### config.mk
export PLATFORM = sky130hd
export DESIGN_NAME = chip_prog_receiver_flat
export DESIGN_NICKNAME = d
export VERILOG_FILES = /design/src/rtl/chip_prog_receiver_pkg.sv /design/src/rtl/chip_prog_receiver_if.sv /design/src/rtl/chip_prog_receiver_serial_in_sync.sv /design/src/rtl/chip_prog_receiver.sv /design/src/flat_wrapper.sv
export SDC_FILE = /design/constraint.sdc
export NUM_CORES = 1
export LEC_CHECK = 0
export ABC_CLOCK_PERIOD_IN_PS = 1800
export BUFFER_PORTS_ARGS = -buffer_cell sky130_fd_sc_hd__buf_2
export CAP_MARGIN = 20
export CORE_MARGIN = 4
export CORE_UTILIZATION = 55
export DETAILED_ROUTE_END_ITERATION = 16
export GPL_TIMING_DRIVEN = 0
export PLACE_DENSITY = 0.8
export SETUP_SLACK_MARGIN = 0.2
export SLEW_MARGIN = 5
export SYNTH_ARGS = -nofsm -noshare
export SYNTH_HDL_FRONTEND = slang
export SYNTH_SLANG_ARGS = --single-unit
### constraint.sdc
create_clock -name i_mainclk -period 1.8 [get_ports i_mainclk]
set_input_delay 0.36 -clock i_mainclk [delete_from_list [all_inputs] [get_ports i_mainclk]]
set_output_delay 0.36 -clock i_mainclk [all_outputs]
set_load 0.02 [all_outputs]
### src/rtl/chip_prog_receiver_pkg.sv
// chip_prog_pkg: frame geometry, gain register address and receiver FSM states
package chip_prog_pkg;
    localparam int FRAME_BITS = 5;
    localparam int ADDR_BITS  = 2;
    localparam int DATA_BITS  = 3;
    localparam logic [ADDR_BITS-1:0] GAIN_ADDR = '0;
    typedef enum logic [1:0] {IDLE, SHIFT, LATCH, DONE} state_t;
endpackage

### src/rtl/chip_prog_receiver_if.sv
// chip_prog_receiver_if: FPGA programming link pins and amplifier gain outputs
interface chip_prog_receiver_if;
    import chip_prog_pkg::*;
    logic                 i_sclk;
    logic                 i_sdin;
    logic [DATA_BITS-1:0] o_gainA1;
    logic                 o_ready;
    logic                 o_frame_err;
    modport master (output i_sclk, i_sdin, input o_gainA1, o_ready, o_frame_err);
    modport slave  (input i_sclk, i_sdin, output o_gainA1, o_ready, o_frame_err);
endinterface

### src/rtl/chip_prog_receiver_serial_in_sync.sv
// serial_in_sync: brings sclk/sdin into the main clock domain and flags sclk rising edges
module serial_in_sync (
    input  logic i_mainclk,
    input  logic i_resetbAll,
    input  logic i_sclk,
    input  logic i_sdin,
    output logic o_rise,
    output logic o_bit
);
    logic r_sclk_m, r_sclk_s, r_sclk_h, r_sdin_m, r_sdin_s;
    // sclk flops reset high so an idle-high sclk never looks like an edge after reset
    always_ff @(posedge i_mainclk or negedge i_resetbAll) begin
        if (!i_resetbAll) begin
            r_sclk_m <= 1'b1;
            r_sclk_s <= 1'b1;
            r_sclk_h <= 1'b1;
            r_sdin_m <= 1'b0;
            r_sdin_s <= 1'b0;
        end else begin
            r_sclk_m <= i_sclk;
            r_sclk_s <= r_sclk_m;
            r_sclk_h <= r_sclk_s;
            r_sdin_m <= i_sdin;
            r_sdin_s <= r_sdin_m;
        end
    end
    assign o_rise = r_sclk_s & ~r_sclk_h;
    assign o_bit  = r_sdin_s;
endmodule

### src/rtl/chip_prog_receiver.sv
// chip_prog_receiver: shifts in one MSB-first address/data frame and programs the gain register
module chip_prog_receiver
    import chip_prog_pkg::*;
#(
    parameter logic [DATA_BITS-1:0] GAIN_RST = '0,
    parameter int                   TIMEOUT  = 255
) (
    input logic           i_mainclk,
    input logic           i_resetbAll,
    chip_prog_receiver_if.slave prog
);
    localparam int BC_W = $clog2(FRAME_BITS + 1);
    localparam int TO_W = $clog2(TIMEOUT + 1);
    logic w_rise, w_bit;
    state_t r_state, w_state;
    logic [FRAME_BITS-1:0] r_shift, w_shift;
    logic [BC_W-1:0] r_bitcnt, w_bitcnt, w_bitcnt_inc;
    logic [TO_W-1:0] r_tocnt, w_tocnt;
    logic [DATA_BITS-1:0] r_gain, w_gain;
    logic r_ready, w_ready, r_err, w_err;
    serial_in_sync u_sync (
        .i_mainclk  (i_mainclk),
        .i_resetbAll(i_resetbAll),
        .i_sclk     (prog.i_sclk),
        .i_sdin     (prog.i_sdin),
        .o_rise     (w_rise),
        .o_bit      (w_bit)
    );
    always_ff @(posedge i_mainclk or negedge i_resetbAll) begin
        if (!i_resetbAll) begin
            r_state  <= IDLE;
            r_shift  <= '0;
            r_bitcnt <= '0;
            r_tocnt  <= '0;
            r_gain   <= GAIN_RST;
            r_ready  <= 1'b0;
            r_err    <= 1'b0;
        end else begin
            r_state  <= w_state;
            r_shift  <= w_shift;
            r_bitcnt <= w_bitcnt;
            r_tocnt  <= w_tocnt;
            r_gain   <= w_gain;
            r_ready  <= w_ready;
            r_err    <= w_err;
        end
    end
    assign w_bitcnt_inc = r_bitcnt + BC_W'(1);
    always_comb begin
        w_state  = r_state;
        w_shift  = r_shift;
        w_bitcnt = r_bitcnt;
        w_tocnt  = r_tocnt;
        w_gain   = r_gain;
        w_ready  = r_ready;
        w_err    = r_err;
        unique case (r_state)
            IDLE: if (w_rise) begin
                w_shift  = {{(FRAME_BITS-1){1'b0}}, w_bit};
                w_bitcnt = BC_W'(1);
                w_tocnt  = '0;
                w_state  = SHIFT;
            end
            SHIFT: if (w_rise) begin
                w_shift  = {r_shift[FRAME_BITS-2:0], w_bit};
                w_bitcnt = w_bitcnt_inc;
                w_tocnt  = '0;
                w_state  = (w_bitcnt_inc == BC_W'(FRAME_BITS)) ? LATCH : SHIFT;
            end else if (r_tocnt == TO_W'(TIMEOUT)) begin
                w_err    = 1'b1;
                w_shift  = '0;
                w_bitcnt = '0;
                w_tocnt  = '0;
                w_state  = IDLE;
            end else begin
                w_tocnt  = r_tocnt + TO_W'(1);
            end
            LATCH: if (r_shift[FRAME_BITS-1 -: ADDR_BITS] == GAIN_ADDR) begin
                w_gain   = r_shift[DATA_BITS-1:0];
                w_ready  = 1'b1;
                w_state  = DONE;
            end else begin
                w_err    = 1'b1;
                w_bitcnt = '0;
                w_state  = IDLE;
            end
            DONE: w_state = DONE;
        endcase
    end
    assign prog.o_gainA1    = r_gain;
    assign prog.o_ready     = r_ready;
    assign prog.o_frame_err = r_err;
endmodule

### src/flat_wrapper.sv
// flat-port wrapper written by rule: the top's interface ports become plain ports
module chip_prog_receiver_flat import chip_prog_pkg::*;
#(
    parameter logic [DATA_BITS-1:0] GAIN_RST = '0,
    parameter int                   TIMEOUT  = 255
)
  (i_mainclk, i_resetbAll, prog_i_sclk, prog_i_sdin, prog_o_gainA1, prog_o_ready, prog_o_frame_err);
  chip_prog_receiver_if prog_i ();
  input logic i_mainclk;
  input logic i_resetbAll;
  input wire logic [$bits(prog_i.i_sclk)-1:0] prog_i_sclk;
  input wire logic [$bits(prog_i.i_sdin)-1:0] prog_i_sdin;
  output wire logic [$bits(prog_i.o_gainA1)-1:0] prog_o_gainA1;
  output wire logic [$bits(prog_i.o_ready)-1:0] prog_o_ready;
  output wire logic [$bits(prog_i.o_frame_err)-1:0] prog_o_frame_err;
  assign prog_i.i_sclk = prog_i_sclk;
  assign prog_i.i_sdin = prog_i_sdin;
  assign prog_o_gainA1 = prog_i.o_gainA1;
  assign prog_o_ready = prog_i.o_ready;
  assign prog_o_frame_err = prog_i.o_frame_err;
  chip_prog_receiver #(.GAIN_RST(GAIN_RST), .TIMEOUT(TIMEOUT)) u_core (.i_mainclk(i_mainclk), .i_resetbAll(i_resetbAll), .prog(prog_i));
endmodule
# == After elaboration in Yosys (flattened, before gate mapping) ==
# Cells that the tools add are included.
# W data, S select, Z words.
# totals
register_bits,28
wordCells,60
inputBits,4
output_inout_bits,5
# op_classes
n_addsub,2
bitwise_logic,2
mux,23
reduce_logical,11
n_eq_ne,10
# op_table
operator,n
$mux W8,3
$pmux W8 S2,1
$mux W5,3
$mux W3,4
$mux W2,5
$pmux W5 S2,1
$pmux W3 S3,1
$add A8 B1 Y8 const B,1
$eq A8 B8 Y1 const B,1
$pmux W2 S4,1
$reduce_and A4 Y1,2
$ne A2 B2 Y1 const B,3
$reduce_and A2 Y1,3
$eq A2 B2 Y1 const B,2
$logic_not A2 Y1,2
$reduce_bool A2 Y1,2
$add A3 B1 Y3 const B,1
$eq A3 B3 Y1 const B,1
$mux W1,3
$ne A3 B2 Y1 const B,1
$reduce_and A3 Y1,1
$reduce_bool A3 Y1,1
$eq A2 B1 Y1 const B,1
$ne A2 B1 Y1 const B,1
3 further kinds,3

# == Depth between registers and ports, before layout ==
# Gate-level depths: netlist (run 1).
# logic_depth
word_depth,5
depth_mapped,7
ltp_nobuf,6

# == Cells and area by module ==
# Synthesis (run 1) repeated with hierarchy kept, for this count alone.
# hier_totals
cells_unflattened,114
hier_area_um2,1351.3
# by_module_without_submodules
module,area_per_inst_um2,cells_per_inst,seq_area_each_um2,n_inst
chip_prog_receiver,1208.7,108,575.6,1
serial_in_sync,142.6,6,128.9,1

# == Least setup slack after synthesis (run 1) ==
# OpenSTA, ideal clock, no wires.
# synth_timing
kind,register to register
startpoint,register u_core.r_state[0]
endpoint,register u_core.r_bitcnt[0]
setup_ns,0.125
n_path_buf,0
period_less_slack_ns,1.595
required_ns,1.675
arrival_time_ns,1.470
stages_incl_launch_ff,6
setup_slack_ns,0.205
path_cell_list,dfrtp_1 -> ha_1 -> or2_1 -> o211ai_2 -> nand2_2 -> mux2_4
# synth_between
elab_chain_len,3
elab_cells_between_ends,9
cone_classes,eq/ne (5); mux (1); reduce/logical (3)
# synth_lines
item,line,rtl
"start, declared",chip_prog_receiver.sv:15,"state_t r_state, w_state;"
"start signal, assigned",chip_prog_receiver.sv:39,r_state <= w_state;
$eq A2 B1 Y1 (tied with other cells),chip_prog_receiver.sv:57,unique case (r_state)
$ne A3 B2 Y1 (no source line) (tied with other cells),n/a,
$reduce_and A4 Y1 (no source line),n/a,
"end signal, assigned",chip_prog_receiver.sv:41,r_bitcnt <= w_bitcnt;
"end, declared",chip_prog_receiver.sv:17,"logic [BC_W-1:0] r_bitcnt, w_bitcnt, w_bitcnt_inc;"
# Parallel ways exist; a longest one is shown, timed or not.
# A chain may end at the register's enable or synchronous reset.

# == Final worst setup path (run 1) ==
# Same ends and word-level chain as after synthesis.

==> summary.txt, run 1 <==
Status
  • Status: finished clean

Setup path
  • WP data arrival: approximately 1.9 ns
  • R2R depth: 6
  • WS Path Type: reg2reg
  • Worst R2R End: u_core.r_bitcnt[0]$_DFFE_PN0P_
  • CP endpoint kind: register
  • Flop2flop setup slack: 0.14 ns
  • FF-to-FF Start: u_core.r_state[0]$_DFFE_PN0P_
  • Crit path launch type: register
  • Critical path data required time: roughly 2.0 ns
  • CP Max Fanout: 8

Layout
  • Syn-to-layout area delta: 23.3%
  • Share of cells above drive strength 1: 37.7%
  • Nets: around 170
  • Diode count: 0
  • Most common cell after layout, fill and taps aside: dfrtp_1
  • Fin area: between 1500 and 2000 sq um
  • Most frequent cells in the layout: 24 x dfrtp_1, 12 x buf_4, 11 x buf_2

Clocking
  • Worst-path clk slew: 0.15 ns
  • H-tree Lvls: 1
  • Number of CTS-inserted buffers: 3
  • Clk buf depth: 2
  • Hold Buf Count CTS: 0
  • CTS tree: yes
  • Root Driver: clkbuf_4
  • Worst-Skew Late Latency: roughly 0.33 ns
  • CTS sink cnt: 28

Die
  • Starting Density: a little under three fifths
  • Num ports: 9
  • CORE AREA: roughly 2500 sq um
  • Die Area: around 3400 sq um
  • Die X: around 59 microns
  • Std cell rows: 18
  • Die height: approximately 59 microns

Synth
  • Number of synthesized flops with an enable pin: 0
  • Post-synth top flop: dfrtp_1
  • Syn. warnings: 0
  • Mapped cell area: ~1400 sq um
  • Netlist cell types: 47
  • Syn avg cell area: roughly 11 sq um
  • Sequential cell area fraction in the yosys report: 49.9%
  • Syn nets: approximately 140
  • Seq cells post-synth: 28
  • Asr flop ratio synth: between 90% and 100%
  • Post-Syn Instances: ~130

Placement
  • Area after DPL: about 1500 sq um
  • IO buf count: 8
  • DP HPWL: 1950 microns
  • RD Place Congestion: 0.875
  • DP Worst Slack: -0.0820 ns

Job
  • Max Cap Viol: 0

STA
  • Slew HR: ~60%
  • F_max: 0.602 GHz
  • Setup_tns: 0 ns
  • PnR worst setup slack: 0.140 ns
  • Setup violators final: 0
  • Final hold violation count: 0
  • Fin crit share: a little over 90%
  • Slew Viols, Final: 0
  • Worst Clk Skew: 0.00416 ns
  • Worst-Margin Slew: just over 0.6 ns
  • Tmin final: 1.66 ns
  • RSZ-0062 raised after global routing: yes

Route
  • Drt via density: slightly above 6
  • DRT Pass-1 Iters: 4
  • Iter 0 DRT Violations: 19
  • Via count: 1142
  • Routed length per instance: approximately 18 microns
  • Total detailed-routing wirelength: ~3300 microns
  • Post-route ant nets: 0
  • Drt drc: 0

Pwr
  • Pwr Density: around 1300 nW/um^2
  • Peak VDD IR: between 0.001 and 0.0015 V
  • LEAKAGE: 0.809 nW

Global route
  • Vias in the first global route: about 1200
  • Gr ovfl total: 0
  • Antenna violations before repair: 0
  • First-pass GRT wire length: 5160 microns
  • GRT Overall Usage: between 20% and 30%
  • Largest net degree at the start of global routing: 29

Worst hold path
  • Worst Hold Class: in2async
## critical path, stage by stage, from the launching register on
cell,delay [ns]
dfrtp_2,0.46
buf_12,0.13
ha_4,0.18
or2_4,0.27
o211ai_4,0.10
nand2_2,0.12
mux2_4,0.30
## how the worst max path moves through the flow
| stage | startpoint | endpoint | slack [ns] | depth (start not counted) |
|---|---|---|---|---|
| 6_report | u_core.r_state[0]$_DFFE_PN0P_ | u_core.r_bitcnt[0]$_DFFE_PN0P_ | 0.14 | 6 |
| 5_1_grt | u_core.r_state[0]$_DFFE_PN0P_ | u_core.r_bitcnt[0]$_DFFE_PN0P_ | 0.12 | 6 |
| 4_1_cts | u_core.r_state[1]$_DFFE_PN0P_ | u_core.r_bitcnt[2]$_DFFE_PN0P_ | 0.16 | 7 |
| 3_5_place_dp | u_core.r_state[0]$_DFFE_PN0P_ | u_core.r_bitcnt[0]$_DFFE_PN0P_ | -0.08 | 6 |
| 3_3_place_gp | u_core.r_state[0]$_DFFE_PN0P_ | u_core.r_bitcnt[0]$_DFFE_PN0P_ | -0.006 | 6 |
| 2_1_floorplan | u_core.r_state[0]$_DFFE_PN0P_ | u_core.r_bitcnt[0]$_DFFE_PN0P_ | 0.20 | 5 |
## state kept, by name, summed over array words and instances, names as in the netlist
register,cells
u_core.prog.o_ready,1
u_core.u_sync.r_sclk_s,1
u_core.r_bitcnt,3
u_core.prog.o_frame_err,1
u_core.u_sync.r_sclk_m,1
u_core.u_sync.o_bit,1
u_core.u_sync.r_sdin_m,1
u_core.u_sync.r_sclk_h,1
u_core.r_state,2
u_core.prog.o_gainA1,3
u_core.r_shift,5
u_core.r_tocnt,8
## cell type report
| type | count | area (sq um) |
|---|---|---|
| fillers | 165 | 713 |
| plain buffers | 4 | 20.0 |
| flip-flops and latches | 28 | 706 |
| repair buffers | 22 | 161 |
| inverters | 6 | 22.5 |
| clock buffers | 4 | 36.3 |
| multi-input cells | 90 | 758 |
| well taps | 30 | 37.5 |
## stage by stage
step           cells  hold slack (ns)  power (mW)  util [%]
3_3_place_gp     166            0.333        1.58      60.7
6_report         184          0.00653        2.29      70.9
3_5_place_dp     166            0.337        1.62      60.7
2_1_floorplan    128           0.0644        1.44         -
4_1_cts          178           0.0266        2.07      66.2
5_1_grt          184           0.0329        2.44      70.9
## power breakdown
group	internal, mW	leakage (nW)	switching (mW)
registers	0.783	0.359	0.156
logic	0.515	0.429	0.525
clock network	0.124	0.0210	0.186
## metal layers
| metal | GRT usage, % | share of wire, % | wire length [microns] | vias to the layer above |
|---|---|---|---|---|
| met5 | 0 | 0 | 0 | - |
| met4 | 12.0 | 2.0 | 67 | 0 |
| li1 | - | - | - | 522 |
| met2 | 32.7 | 52 | 1730 | 34 |
| met1 | 25.7 | 42 | 1410 | 579 |
| met3 | 2.85 | 4.0 | 132 | 7 |
## synth_stat cells (3+ instances only)
library cell | instances | area [sq um]
ha_1 | 7 | 87.6
a21oi_1 | 5 | 25.0
nor2_1 | 6 | 22.5
mux2_2 | 4 | 45.0
o21ai_0 | 5 | 25.0
inv_1 | 5 | 18.8
nand3_1 | 6 | 30.0
nand2_1 | 8 | 30.0
a22o_1 | 4 | 35.0
dfstp_2 | 3 | 78.8
dfrtp_1 | 25 | 626
o21ai_1 | 3 | 15.0
xnor2_1 | 3 | 26.3
## cell families after synthesis
kind of cell	after synthesis	share of synthesized area [%]
compound gates	35	17.1
xor+xnor	4	2.48
fa+ha+maj	7	6.20
buf+inv	10	2.83
flops	28	49.9
mux	6	4.96
simple gates	38	16.6
## what timing repair did
action,CTS,global route
gates cloned,0,0
pin swaps,2,5
endpoints found under the setup margin,13,19
resized for setup,9,16
setup buffers,8,6
Note: power is estimated with default switching activity, not from simulation.
==> run 2: changes to the inputs <==
- HOLD_SLACK_MARGIN: not set -> 0.06
==> run 2 against run 1 <==
Compared with the run above:
- sequential share of layout area shrank 0.23 points
- highest routed layer unchanged
- die area is the same
- utilization grew 0.41 points
- combinational power is essentially flat
- wire length is essentially flat
- largest power group unchanged
- sequential cell count is the same
==> summary.txt, run 2 (synthesis results as in run 1) <==
Status
  • Status: finished clean

Layout
  • Diode count: 0 (unchanged)
  • Sequential Area: 706 sq um (unchanged)
  • Most flops, register: u_core.r_tocnt
  • Share of cells above drive strength 1: 37.4% (-0.24 points)
  • Final Non-Filler Cells: 185 (+0.54%)
  • Filler Cell Count: 164 (-0.61%)
  • Final Util: 71.4% (+0.41 points)
  • Largest register FFs: 8 (unchanged)
  • Most common cell after layout, fill and taps aside: dfrtp_1
  • Most frequent cells in the layout: 24 x dfrtp_1, 12 x buf_4, 11 x buf_2
  • Nets: 167 (+0.60%)
  • Regs by FF count: u_core.r_tocnt x8, u_core.r_shift x5
  • Fin area: 1750 sq um (+0.57%)
  • Syn-to-layout area delta: 24.0%
  • Area of the multi-input gates: 758 sq um (unchanged)

Die
  • Die height: 58.7 microns (unchanged)
  • Die Area: 3440 sq um (unchanged)
  • Die X: 58.7 microns (unchanged)
  • Num ports: 9 (unchanged)
  • Std cell rows: 18 (unchanged)
  • Starting Density: 57.5% (unchanged)
  • CORE AREA: 2450 sq um (unchanged)

Global route
  • Gr ovfl total: 0 (unchanged)
  • Largest net degree at the start of global routing: 29 (unchanged)
  • GRT Overall Usage: 20.2% (unchanged)
  • Antenna violations before repair: 0 (unchanged)
  • First-pass GRT wire length: 5160 microns (unchanged)
  • Vias in the first global route: 1151 (unchanged)

STA
  • Slew Viols, Final: 0 (unchanged)
  • Final hold violation count: 0 (unchanged)
  • Fin crit share: 92.0% (-0.24 points)
  • Setup violators final: 0 (unchanged)
  • Worst-Margin Slew: 0.600 ns (-0.00537 ns)
  • Worst Clk Skew: 0.00830 ns (+0.00414 ns)
  • RSZ-0062 raised after global routing: yes
  • Tmin final: 1.66 ns (-0.00429 ns)
  • Slew HR: 60.0% (+0.36 points)
  • PnR worst setup slack: 0.144 ns (+0.00429 ns)
  • F_max: 0.604 GHz (+0.26%)

Placement
  • RD Place Congestion: 0.875 (unchanged)
  • Area after DPL: 1490 sq um (unchanged)
  • Inst Count DP: 166 (unchanged)
  • IO buf count: 8 (unchanged)
  • DP HPWL: 1950 microns (unchanged)
  • DP Worst Slack: -0.0820 ns (unchanged)

Setup path
  • CP peak stage delay: 0.46 ns (about the same)
  • Flop2flop setup slack: 0.14 ns (about the same)
  • WP data arrival: 1.89 ns (about the same)
  • Crit-path cells: buf_12, ha_4, or2_4, o211ai_4, nand2_2, mux2_4
  • Crit path buf inv count: 1 (unchanged)
  • FF-to-FF Start: u_core.r_state[0]$_DFFE_PN0P_
  • WS Path Type: reg2reg
  • Crit path launch type: register
  • CP max stage cell: dfrtp_2
  • Critical path data required time: 2.03 ns (about the same)
  • Start point of the critical path: u_core.r_state[0]$_DFFE_PN0P_
  • CP Max Fanout: 8 (unchanged)
  • CP top delay family: flip-flops
  • CP endpoint kind: register

Clocking
  • Number of CTS-inserted buffers: 3 (unchanged)
  • H-tree Lvls: 1 (unchanged)
  • Root Driver: clkbuf_4
  • Worst-Skew Late Latency: 0.33 ns (about the same)
  • CTS sink cnt: 28 (unchanged)
  • Worst-path clk slew: 0.15 ns (about the same)
  • Clk buf depth: 2 (unchanged)
  • CTS tree: yes

Pwr
  • Pwr Density: 1310 nW/um^2 (-0.47%)
  • Peak VDD IR: 0.00109 V (-0.33%)
  • Design Power: 2.29 mW (+0.11%)
  • LEAKAGE: 0.813 nW (+0.52%)

Route
  • DRT Pass-1 Iters: 4 (unchanged)
  • Drt drc: 0 (unchanged)
  • Via count: 1152 (+0.88%)
  • Drt via density: 6.23 (+0.33%)
  • Total detailed-routing wirelength: 3330 microns (about the same)
  • Post-route ant nets: 0 (unchanged)
  • Routed length per instance: 18.0 microns (-0.63%)
  • Iter 0 DRT Violations: 24 (+5)

Worst hold path
  • Worst Hold Class: in2reg
  • Hold wc startpoint: prog_i_sclk

Job
  • Max Cap Viol: 0 (unchanged)
==> run 2: changes by cell type in the layout (fill, tap and decap cells not counted), sizes merged <==
| cell | change |
|---|---|
| dlygate4sd3 | +1 |
==> run 2: timing repair <==
action                                  4_1_cts  5_1_grt
hold buffers                                  1        0
endpoints found under the hold margin        25        0
pin swaps                                     2        5
endpoints found under the setup margin       13       19
buffers inserted                              8        6
resized for setup                             9       16
cloned                                        0        0
==> run 2: path summary, 6_finish.rpt <==
kind,depth (start not counted),endpoint
max in group asynchronous,2,u_core.r_state[0]$_DFFE_PN0P_
setup reg to reg,6,u_core.r_bitcnt[0]$_DFFE_PN0P_
hold reg to reg,0,u_core.u_sync.o_bit$_DFF_PN0_
hold / removal,1,u_core.u_sync.r_sclk_m$_DFF_PN1_
setup / recovery,6,u_core.r_bitcnt[0]$_DFFE_PN0P_
min in group asynchronous,2,u_core.r_tocnt[6]$_DFFE_PN0N_
==> run 2: cell type report <==
type                       instances  share of cell area (%)
clock buffer                       4                    2.07
multi-input combinational         90                    43.3
sequential                        28                    40.3
buffer                             4                    1.14
inverter                           6                    1.29
timing repair buffer              23                    9.79
tap                               30                    2.14
==> run 2: report_power, final <==
| group | internal [mW] | switching, mW |
|---|---|---|
| logic | 0.517 | 0.527 |
| registers | 0.783 | 0.156 |
| clock network | 0.124 | 0.186 |
==> run 2: metrics by stage <==
step	TNS [ns]	hold slack, ns
2_1_floorplan	0	0.0644
3_3_place_gp	-0.00631	0.333
3_5_place_dp	-0.0820	0.337
4_1_cts	0	0.102
5_1_grt	0	0.0806
6_report	0	0.103
==> run 2: layer usage <==
layer	track usage [%]	wire, microns	up-vias
met5	0	0	-
met4	12.0	74	0
met3	2.63	153	9
met2	32.7	1720	41
met1	25.9	1390	581
li1	-	-	521
==> run 3: changes to the inputs <==
- CORE_ASPECT_RATIO: not set -> 1.75
==> run 3 against run 2 <==
Compared with the run above:
- global-route usage up 1.8 points
- largest power group unchanged
- die area rose by 0.92%
- fmax grew 4.5%
- wire length up 0.36%
- via count down 2.3%
- total power grew 7.3%
- combinational power is essentially flat
- final cell count down 2.2%
- utilization increased by 0.95 points
==> summary.txt, run 3 (synthesis results as in run 1) <==
Setup path
  • CP max stage cell: dfrtp_1
  • Worst R2R End: u_core.r_bitcnt[0]$_DFFE_PN0P_
  • CP top delay family: flip-flops
  • CP endpoint kind: register
  • Critical path data required time: 1.98 ns (-0.05 ns)
  • Flop2flop setup slack: 0.21 ns (+0.07 ns)
  • Crit path buf inv count: 1 (unchanged)
  • R2R depth: 6 (unchanged)
  • WS Path Type: reg2reg
  • Levels on crit path: 6 (unchanged)
  • FF-to-FF Start: u_core.r_state[0]$_DFFE_PN0P_
  • CP peak stage delay: 0.42 ns (-0.04 ns)
  • WP data arrival: 1.76 ns (-0.13 ns)
  • Crit-path cells: buf_6, ha_4, or2_4, o211ai_4, nand2_2, mux2_4
  • Crit path launch type: register
  • CP Max Fanout: 7 (-1)

Route
  • Iter 0 DRT Violations: 40 (+67%)
  • Routed length per instance: 18.5 microns (+2.6%)
  • Post-route ant nets: 0 (unchanged)
  • Via count: 1126 (-2.3%)
  • Drt drc: 0 (unchanged)
  • Total detailed-routing wirelength: 3350 microns (+0.36%)
  • Drt via density: 6.22 (about the same)
  • DRT Pass-1 Iters: 4 (unchanged)

Layout
  • Nets: 167 (unchanged)
  • Most flops, register: u_core.r_tocnt
  • Syn-to-layout area delta: 26.0%
  • Regs by FF count: u_core.r_tocnt x8, u_core.r_shift x5
  • Diode count: 0 (unchanged)
  • Largest register FFs: 8 (unchanged)
  • Most frequent cells in the layout: 24 x dfrtp_1, 13 x buf_4, 10 x buf_2
  • Share of cells above drive strength 1: 36.8% (-0.65 points)
  • Most common cell after layout, fill and taps aside: dfrtp_1

Pwr
  • Clock power frac: 20.4% (+6.9 points)
  • Comb power frac: 41.2% (-4.3 points)
  • NetSw: 0.867 mW (-0.13%)
  • Peak VDD IR: 0.000855 V (-22%)
  • P_int: 1.59 mW (+12%)
  • Sequential share of power: 38.4% (-2.6 points)
  • Design Power: 2.46 mW (+7.3%)
  • LEAKAGE: 0.827 nW (+1.7%)
  • Net Sw Frac: 35.3% (-2.6 points)
  • Pwr Density: 1380 nW/um^2 (+5.5%)

Clocking
  • Hold Buf Count CTS: 0 (-1)
  • CTS sink cnt: 28 (unchanged)
  • Clk buf depth: 2 (unchanged)
  • CTS tree: yes
  • Number of CTS-inserted buffers: 3 (unchanged)
  • Worst-Skew Late Latency: 0.28 ns (-0.05 ns)
  • Worst-path clk slew: 0.10 ns (-0.05 ns)
  • Root Driver: clkbuf_8
  • H-tree Lvls: 1 (unchanged)

Die
  • Die Area: 3480 sq um (+0.92%)
  • CORE AREA: 2460 sq um (+0.31%)
  • Num ports: 9 (unchanged)
  • Starting Density: 57.4% (-0.18 points)
  • Die height: 75.0 microns (+28%)
  • Die X: 46.3 microns (-21%)
  • Std cell rows: 24 (+6)

Job
  • Max Cap Viol: 0 (unchanged)

Global route
  • Gr ovfl total: 0 (unchanged)
  • Antenna violations before repair: 0 (unchanged)
  • Vias in the first global route: 1164 (+1.1%)
  • Largest net degree at the start of global routing: 29 (unchanged)
  • First-pass GRT wire length: 5480 microns (+6.1%)
  • GRT Overall Usage: 21.9% (+1.8 points)

STA
  • Worst-Margin Slew: 0.647 ns (+0.0474 ns)
  • Final hold violation count: 0 (unchanged)
  • Slew Viols, Final: 0 (unchanged)
  • Setup_tns: 0 ns (unchanged)
  • Worst Clk Skew: 0.00719 ns (-0.00111 ns)
  • Tmin final: 1.59 ns (-0.0706 ns)
  • Slew HR: 56.9% (-3.2 points)
  • Setup violators final: 0 (unchanged)
  • RSZ-0062 raised after global routing: yes
  • F_max: 0.631 GHz (+4.5%)
  • Fin crit share: 88.1% (-3.9 points)

Placement
  • DP HPWL: 2110 microns (+8.3%)
  • RD Place Congestion: 0.835 (-4.6%)
  • IO buf count: 8 (unchanged)

Worst hold path
  • Worst Hold Class: in2async

Status
  • Status: finished clean
## run 3: power groups by stage
stage / registers, mW / clock network, mW / logic, mW
floorplan: 0.937 / 0 / 0.499
global placement: 0.929 / 0 / 0.663
detailed placement: 0.938 / 0 / 0.704
CTS: 0.934 / 0.498 / 0.901
global route: 0.959 / 0.531 / 1.11
finish: 0.944 / 0.500 / 1.01
## run 3: timing repair
action / CTS / global route
endpoints found under the hold margin: 0 / 0
resized for setup: 15 / 12
buffers inserted: 9 / 6
setup endpoints to repair: 16 / 11
pin swaps: 4 / 8
## run 3: worst max path at each step
stage | startpoint | endpoint
final | u_core.r_state[0]$_DFFE_PN0P_ | u_core.r_bitcnt[0]$_DFFE_PN0P_
after floorplan | u_core.r_state[0]$_DFFE_PN0P_ | u_core.r_bitcnt[0]$_DFFE_PN0P_
after detailed placement | u_core.r_state[0]$_DFFE_PN0P_ | u_core.r_bitcnt[0]$_DFFE_PN0P_
after global placement | u_core.r_state[0]$_DFFE_PN0P_ | u_core.r_bitcnt[0]$_DFFE_PN0P_
after CTS | u_core.r_state[0]$_DFFE_PN0P_ | u_core.prog.o_gainA1[2]$_DFFE_PN0P_
after global routing | u_core.r_state[1]$_DFFE_PN0P_ | u_core.r_shift[1]$_DFFE_PN0P_
## run 3: through the flow
step                      hold slack, ns  setup slack, ns  utilization (%)  area [sq um]  std cells
after floorplan                   0.0644            0.205                -          1410        128
after global placement             0.338        -0.000801             60.3          1490        162
after detailed placement           0.335          -0.0283             60.3          1490        162
after CTS                          0.102            0.182             68.8          1690        175
after global routing               0.114            0.138             72.3          1780        181
final                             0.0934            0.215             72.3          1780        181
## run 3: layout make-up
cell class | instances | area (sq um)
Fill cell | 180 | 682
Clock inverter | 1 | 30.0
Clock buffer | 3 | 41.3
Inverter | 6 | 22.5
Timing Repair Buffer | 23 | 160
Tap cell | 26 | 32.5
Buffer | 4 | 21.3
Multi-Input combinational cell | 90 | 767
Sequential cell | 28 | 706
## run 3: per-layer routing
metal / routed length, microns / up-vias / GRT usage, % / share of wire (%)
li1: - / 518 / - / -
met1: 1230 / 577 / 25.4 / 37
met2: 1960 / 26 / 38.8 / 58
met3: 93 / 5 / 2.15 / 2.8
met4: 63 / 0 / 10.4 / 1.9
met5: 0 / - / 0 / 0
